## src/rtl/binary_erosion.sv

```systemverilog
// 3x3 binary erosion on a streamed 1-bit image, 2-clk latency through sync/de/pixel.
// Build option: define BINARY_MORPH_DILATE_EN to get 3x3 dilation instead (OR, pad with 0).
module binary_erosion #(
    parameter int unsigned IMG_WIDTH = 1024,
    parameter int unsigned ADDR_W    = 10
) (
    input  logic clk,
    input  logic rst_n,
    input  logic pre_vsync,
    input  logic pre_hsync,
    input  logic pre_de,
    input  logic pre_monoc,
    output logic post_vsync,
    output logic post_hsync,
    output logic post_de,
    output logic post_monoc
);

`ifdef BINARY_MORPH_DILATE_EN
    localparam logic Neutral = 1'b0;
`else
    localparam logic Neutral = 1'b1;
`endif

    localparam logic [ADDR_W-1:0] ColLast = ADDR_W'(IMG_WIDTH - 1);

    logic              buf0 [IMG_WIDTH];
    logic              buf1 [IMG_WIDTH];
    logic [ADDR_W-1:0] col_q, col_d;
    logic [1:0]        row_q, row_d;
    logic              full_q, full_d;
    logic              de_q, vs_q, hs_q;
    logic              vs_rise, hs_rise, line_end;
    logic [1:0]        row_eff;
    logic              rd0, rd1;
    logic [2:0]        new_col;
    logic [2:0]        win_q [3];
    logic              c0_q, c1_q;
    logic              de_s1, vs_s1, hs_s1;
    logic [2:0]        w0, w1;
    logic              result;

    assign vs_rise = pre_vsync & ~vs_q;
    assign hs_rise = pre_hsync & ~hs_q;
    // A de gap only ends the line once it is full, so gaps inside a line stay
    // transparent; an hsync edge closes a short line.
    assign line_end = ~pre_de & ((de_q & full_q) | (hs_rise & (full_q | (col_q != '0))));
    assign row_eff  = vs_rise ? 2'd0 : row_q;

    assign rd0     = buf0[col_q];
    assign rd1     = buf1[col_q];
    assign new_col = {(row_eff == 2'd2) ? rd1 : Neutral,
                      (row_eff != 2'd0) ? rd0 : Neutral,
                      pre_monoc};

    always_comb begin
        col_d  = col_q;
        full_d = full_q;
        row_d  = row_q;
        if (pre_de) begin
            if (col_q == ColLast) full_d = 1'b1;
            else                  col_d  = col_q + 1'b1;
        end else if (line_end) begin
            col_d  = '0;
            full_d = 1'b0;
        end
        if (vs_rise)                          row_d = 2'd0;
        else if (line_end && row_q != 2'd2)   row_d = row_q + 2'd1;
    end

    always_ff @(posedge clk or negedge rst_n) begin
        if (!rst_n) begin
            col_q  <= '0;
            row_q  <= '0;
            full_q <= 1'b0;
            de_q   <= 1'b0;
            vs_q   <= 1'b0;
            hs_q   <= 1'b0;
        end else begin
            col_q  <= col_d;
            row_q  <= row_d;
            full_q <= full_d;
            de_q   <= pre_de;
            vs_q   <= pre_vsync;
            hs_q   <= pre_hsync;
        end
    end

    // Line buffers: not reset; stale contents are masked by the row counter.
    always_ff @(posedge clk) begin
        if (pre_de) begin
            buf1[col_q] <= buf0[col_q];
            buf0[col_q] <= pre_monoc;
        end
    end

    always_ff @(posedge clk or negedge rst_n) begin
        if (!rst_n) begin
            win_q[0] <= '0;
            win_q[1] <= '0;
            win_q[2] <= '0;
            c0_q     <= 1'b0;
            c1_q     <= 1'b0;
            de_s1    <= 1'b0;
            vs_s1    <= 1'b0;
            hs_s1    <= 1'b0;
        end else begin
            de_s1 <= pre_de;
            vs_s1 <= pre_vsync;
            hs_s1 <= pre_hsync;
            if (pre_de) begin
                win_q[0] <= win_q[1];
                win_q[1] <= win_q[2];
                win_q[2] <= new_col;
                c0_q     <= (col_q == '0);
                c1_q     <= (col_q == ADDR_W'(1));
            end
        end
    end

    // Columns left of the frame edge are replaced by the neutral value.
    always_comb begin
        w0 = (c0_q | c1_q) ? {3{Neutral}} : win_q[0];
        w1 = c0_q ? {3{Neutral}} : win_q[1];
`ifdef BINARY_MORPH_DILATE_EN
        result = |{w0, w1, win_q[2]};
`else
        result = &{w0, w1, win_q[2]};
`endif
    end

    always_ff @(posedge clk or negedge rst_n) begin
        if (!rst_n) begin
            post_vsync <= 1'b0;
            post_hsync <= 1'b0;
            post_de    <= 1'b0;
            post_monoc <= 1'b0;
        end else begin
            post_vsync <= vs_s1;
            post_hsync <= hs_s1;
            post_de    <= de_s1;
            post_monoc <= de_s1 & result;
        end
    end

endmodule

```

## config.mk

```make
export PLATFORM = sky130hd
export DESIGN_NAME = binary_erosion
export DESIGN_NICKNAME = d
export VERILOG_FILES = /design/src/rtl/binary_erosion.sv
export SDC_FILE = /design/constraint.sdc
export NUM_CORES = 2
export LEC_CHECK = 0
export BUFFER_PORTS_ARGS = -buffer_cell sky130_fd_sc_hd__buf_2
export CORE_MARGIN = 2
export CORE_UTILIZATION = 40
export CTS_BUF_LIST = sky130_fd_sc_hd__clkbuf_2 sky130_fd_sc_hd__clkbuf_4 sky130_fd_sc_hd__clkbuf_8
export CTS_CLUSTER_DIAMETER = 40
export DETAILED_ROUTE_END_ITERATION = 16
export PLACE_DENSITY = 0.61
export SYNTH_ARGS = -nofsm -noshare
export SYNTH_HDL_FRONTEND = slang
export SYNTH_SLANG_ARGS = --single-unit
```

## constraint.sdc

```tcl
create_clock -name clk -period 8.73 [get_ports clk]
set_input_delay 0.873 -clock clk [delete_from_list [all_inputs] [get_ports clk]]
set_output_delay 0.873 -clock clk [all_outputs]
set_load 0.05 [all_outputs]
```

* Word level (Yosys, flattened, before mapping) *
Memories as Yosys holds them, arrays and structs flattened.
Cells that the tools add are included.

storage, ports and cells
  bits in registers = 31
  bits in writable memories = 2048
  input port bits = 6
  output and inout bits = 4
  memories kept = 2

operators by class
  $add $sub $neg = 2
  eq/ne operators = 6
  muxes and demuxes = 15
  bitwise operators = 12
  reduce and logical (&&, ||, !) cells = 9

memories
  name  depth  bits a word  read ports  clocked after Yosys merged registers in  write ports  line  source
  buf0  1024   1            1           0                                        1            27    logic buf0 [IMG_WIDTH];
  buf1  1024   1            1           0                                        1            28    logic buf1 [IMG_WIDTH];

operators by type and width
  operator                                              number
  2-to-1 mux 10 bit                                     3
  adder 10 x 1 -> 10 bit, second input constant         1
  equality test 10 x 1 -> 1 bit, second input constant  1
  equality test 10 bit, second input constant           1
  logical NOT 10 bit                                    1
  nonzero test 10 bit                                   1
  AND reduction 9 bit                                   1
  2-to-1 mux 1 bit                                      7
  AND 1 bit                                             6
  2-to-1 mux 2 bit                                      3
  2-to-1 mux 3 bit                                      2
  nonzero test 2 bit                                    3
  != test 2 bit, second input constant                  2
  AND reduction 2 bit                                   2
  NOT 1 bit                                             3
  OR 1 bit                                              3
  adder 2 x 1 -> 2 bit, second input constant           1
  equality test 2 bit, second input constant            1
  != test 2 x 1 -> 1 bit, second input constant         1
  logical AND 1 bit                                     1

* Logic depth before layout (Yosys ltp) *
  depth after elaboration = 8
  gate-level depth with buffers = 14

* Worst setup path before layout *
Ideal clock, no wire load.

  path kind = reg2reg
  start point = reg col_q[1]
  end point = mem buf1[0] (data pin)
  library setup time = 0.996 ns
  arrival time = 5.880 ns
  required time = 7.734 ns
  setup slack = 1.854 ns
  stages on the path, launching flop included = 12
  path buffers = 4
  clock period less this slack = 6.876 ns
  cell sequence = dfrtp_1 > buf_4 > buf_6 > or4bb_1 > clkbuf_1 > buf_2 > o22ai_1 > nor3_1 > o2111ai_1 > nand3_1 > o22ai_1 > or4_4

on the way
  longest elaborated chain between the ends = 1

ends and longest elaborated chain
  item                      line  source
  start: declaration        29    logic [ADDR_W-1:0] col_q, col_d;
  start signal: assignment  80    col_q <= col_d;
  memory (1024 x 1 bit)     -
  net rd0                   35    logic rd0, rd1;
  end: declaration          28

The timed path passes the listed nets, and every way through them passes these cells.

* Worst setup path after layout *
  start point = reg col_q[4]
  end point = mem buf1[502] (data pin)

The elaborated chain is that of the path after synthesis.

==> impl_metrics.py <==
metrics = {
    "synth": {
        "syn-num-nets": 5226,
        "syn_area_per_cell_um2": 16.2,
        "synth-seq-cells": 2079,
        "yosysTopAreaCell": "edfxtp_1",
        "synth_edf_count": 2048,
        "syn_inst": 5215,
        "ys_warn_count": 0,
        "async_flop_share": 0.0149,
        "syn_area_mm2": 0.0845,
        "synth_cell_types": 64,
        "synthTopCellsByArea": "edfxtp_1 73%, mux2i_1 6.9%, mux4_2 6.2%, nor2_1 4.8%, o22ai_1 1.7%",
        "synthFlopType": "edfxtp_1",
        "ys_seq_area_frac": 0.737,
        "synth_top_cell_area_share": 0.728,
    },
    "global_routing": {
        "grt_remaining_overflow": 0,
        "antenna_found_initial": 11,
        "first_global_vias": 49397,
        "grt_max_degree": 225,
        "grt_pass1_wl_um": 371000,
        "gr-usage-all-layers": 0.243,
    },
    "min_path": {
        "worstHoldPathCells": 1,
        "min_path_type": "in2reg",
        "holdCritStartpoint": "pre_de",
        "holdPathEnd": "de_s1",
    },
    "critical_path": {
        "crit_required_ns": 9.46,
        "crit_path_end_kind": "flip-flop",
        "path_depth": 11,
        "ff2ff_setup_slack_ns": 2.38,
        "cp_max_fo": 66,
        "reg2reg_depth": 11,
        "path_delay_family": "simple AND/OR/NAND/NOR gates",
        "path_class": "reg2reg",
        "start_kind": "flip-flop",
        "cp.buffers_inverters": 4,
        "slowest_stage": "or4bb_2",
        "arrival_ns": 7.09,
        "timing.rr.end": "buf1[502]",
        "crit_top_cell": "buf_4",
        "cp_cell_sequence": "buf_4, or4bb_2, buf_4, o22ai_1, nor3_1, o2111ai_1, nand4_1, o21ai_1, or4_4, buf_4, buf_4",
        "timing.rr.start": "col_q[4]",
        "max_stage_delay_ns": 1.07,
    },
    "timing": {
        "fmax_mhz": 157,
        "maxSlewHeadroom": 0.139,
        "finClkSkew_ns": 0.0927,
        "whs_ns": 0.286,
        "setup_violations": 0,
        "min_period_ns": 6.35,
        "drv_slew": 0,
        "tns_ns": 0,
        "rsz0062_at_grt": "no",
        "tightest_slew_ns": 1.29,
        "finalCritPeriodShare": 0.728,
        "final-hold-violation-count": 0,
    },
    "power": {
        "clkPwrFrac": 0.333,
        "power.total_w": 0.0262,
        "combPwrFrac": 0.189,
        "p_int_w": 0.0184,
        "pwr-share-seq": 0.479,
        "power_switching_w": 0.00780,
        "irDropWorstVdd_v": 0.000428,
        "p_sw_frac": 0.297,
        "leakagePower_nw": 30.1,
        "power_density_mw_per_mm2": 278,
    },
    "layout": {
        "final_common_cell": "edfxtp_1",
        "layout.cells.non_filler": 8372,
        "drive_above_1_share": 0.181,
        "final_area_mm2": 0.0944,
        "final_cell_mix": "2048 x edfxtp_1, 1080 x nor2_1, 579 x mux2i_1",
        "fill_cells": 18362,
        "area_delta_synth_final_pct": 11.7,
        "finalNetCount": 5314,
    },
    "drt": {
        "avgViaCountPerCell": 6.01,
        "drt_iter0_drc": 7329,
        "avgRoutedWirePerCell_um": 31.9,
        "route.antenna.remaining_nets": 0,
        "first_pass_iters": 6,
        "vias": 50313,
        "route.detailed.drc": 0,
        "drt_wl_total_um": 267000,
    },
    "floorplan": {
        "die-area_mm2": 0.215,
        "initial_core_util": 0.403,
        "coreArea_mm2": 0.210,
        "die_width_um": 464,
        "fp.dieH_um": 464,
        "io_pins": 10,
        "rows": 168,
    },
    "clocking": {
        "cts_buffer_depth": 4,
        "clk_latency_ns": 1.08,
        "cts_tree": "yes",
        "cts_buffers": 366,
        "post_cts_buffers": 0,
        "clk_pin_slew_ns": 0.06,
        "cts_root_buf": "clkbuf_8",
        "cts_num_sinks": 2079,
        "htreeDepth": 5,
    },
    "place": {
        "place_congestion": 0.873,
        "hpwl_um": 148000,
        "dp.cells": 7737,
        "dpl-instance-area_mm2": 0.0874,
        "numPortBuffers": 9,
    },
    "job": {
        "maxCapViolations": 0,
    },
    "run_status": {
        "status": "completed",
    },
}
## what timing repair did
action | CTS | global route
hold buffers | 3 | 0
gates resized for setup | 0 | 0
endpoints found under the hold margin | 33 | 0
## flip-flops by register name, summed over array words and instances, names as in the netlist, 2 cells and up
signal / count
buf0: 1024
row_q: 2
win_q: 9
buf1: 1024
col_q: 10
## Yosys cell counts (all sizes together) (4+ instances only)
cell     instances
or4bb            5
inv             11
a31oi            8
nand4           20
a221oi          11
o2111ai         23
clkbuf         236
a22oi           38
a21oi           39
edfxtp        2048
and2             6
o211ai           8
a211oi           5
and3             4
nor2b           11
o21ai           47
buf            184
a22o             9
nor2          1086
mux4           233
nor3b            5
dfrtp           31
a311oi           6
nand2b           4
o31ai            4
nand2          148
o22ai          233
mux2i          579
or4b             4
or3              4
nor4            36
or4              4
nor3            36
mux2            12
nand4b           5
nand3           28
o22a            15
xnor2            4
ha               5
## routing by layer
| metal | global-route usage | wire length [µm] | up-vias |
|---|---|---|---|
| met4 | 0.111 | 13400 | 4 |
| met3 | 0.0617 | 30900 | 727 |
| met5 | 0 | 20 | - |
| met1 | 0.328 | 102000 | 26051 |
| met2 | 0.369 | 120000 | 3213 |
| li1 | - | - | 20318 |
## logic make-up after synthesis
| kind of cell | Yosys count | synth area share |
|---|---|---|
| AOI/OAI and AO/OA | 457 | 0.0356 |
| xor gates and xnor gates | 6 | 0.000622 |
| adders and majority gates | 5 | 0.000740 |
| buffers and inverters | 433 | 0.0256 |
| DFF | 2079 | 0.737 |
| muxes | 824 | 0.132 |
| and+or+nand+nor | 1411 | 0.0685 |
## metrics by stage
stage                util  worst slack [ns]
floorplan               -              1.85
global placement    0.417              2.85
detailed placement  0.417              2.66
CTS                 0.450              2.59
global route        0.450              2.39
finish              0.450              2.38
## power groups by stage
| stage | logic (W) | clock network, W | registers [W] |
|---|---|---|---|
| 6_report | 0.00495 | 0.00872 | 0.0126 |
| 5_1_grt | 0.00509 | 0.00922 | 0.0125 |
| 4_1_cts | 0.00485 | 0.00879 | 0.0125 |
| 3_5_place_dp | 0.00484 | 0 | 0.0127 |
| 3_3_place_gp | 0.00476 | 0 | 0.0127 |
| 2_1_floorplan | 0.00262 | 0 | 0.0130 |
## cell type report
type,count,area [µm²],area share
Inverter,13,48.8,0.000517
Multi-Input combinational cell,2703,20400,0.216
Sequential cell,2079,62300,0.660
Clock buffer,479,5940,0.0630
Clock inverter,145,986,0.0104
Tap cell,2805,3510,0.0372
Timing Repair Buffer,140,1220,0.0129
Antenna cell,8,20.0,0.000212
## worst reg2reg max path, cell delays in order (launching register included)
cell	delay [ns]
dfrtp_2	0.62
buf_4	0.39
or4bb_2	1.09
buf_4	0.51
o22ai_1	0.27
nor3_1	0.09
o2111ai_1	0.35
nand4_1	0.48
o21ai_1	0.24
or4_4	0.65
buf_4	0.69
buf_4	0.64
## worst max path at each step
stage | to | slack, ns | startpoint
4_1_cts | buf1[491] | 2.59 | col_q[4]
5_1_grt | buf1[502] | 2.39 | col_q[4]
2_1_floorplan | buf1[0] | 1.85 | col_q[1]
3_5_place_dp | buf1[819] | 2.66 | col_q[4]
3_3_place_gp | buf1[819] | 2.85 | col_q[4]
6_report | buf1[502] | 2.38 | col_q[4]
Power figures use the tool's default switching activity.
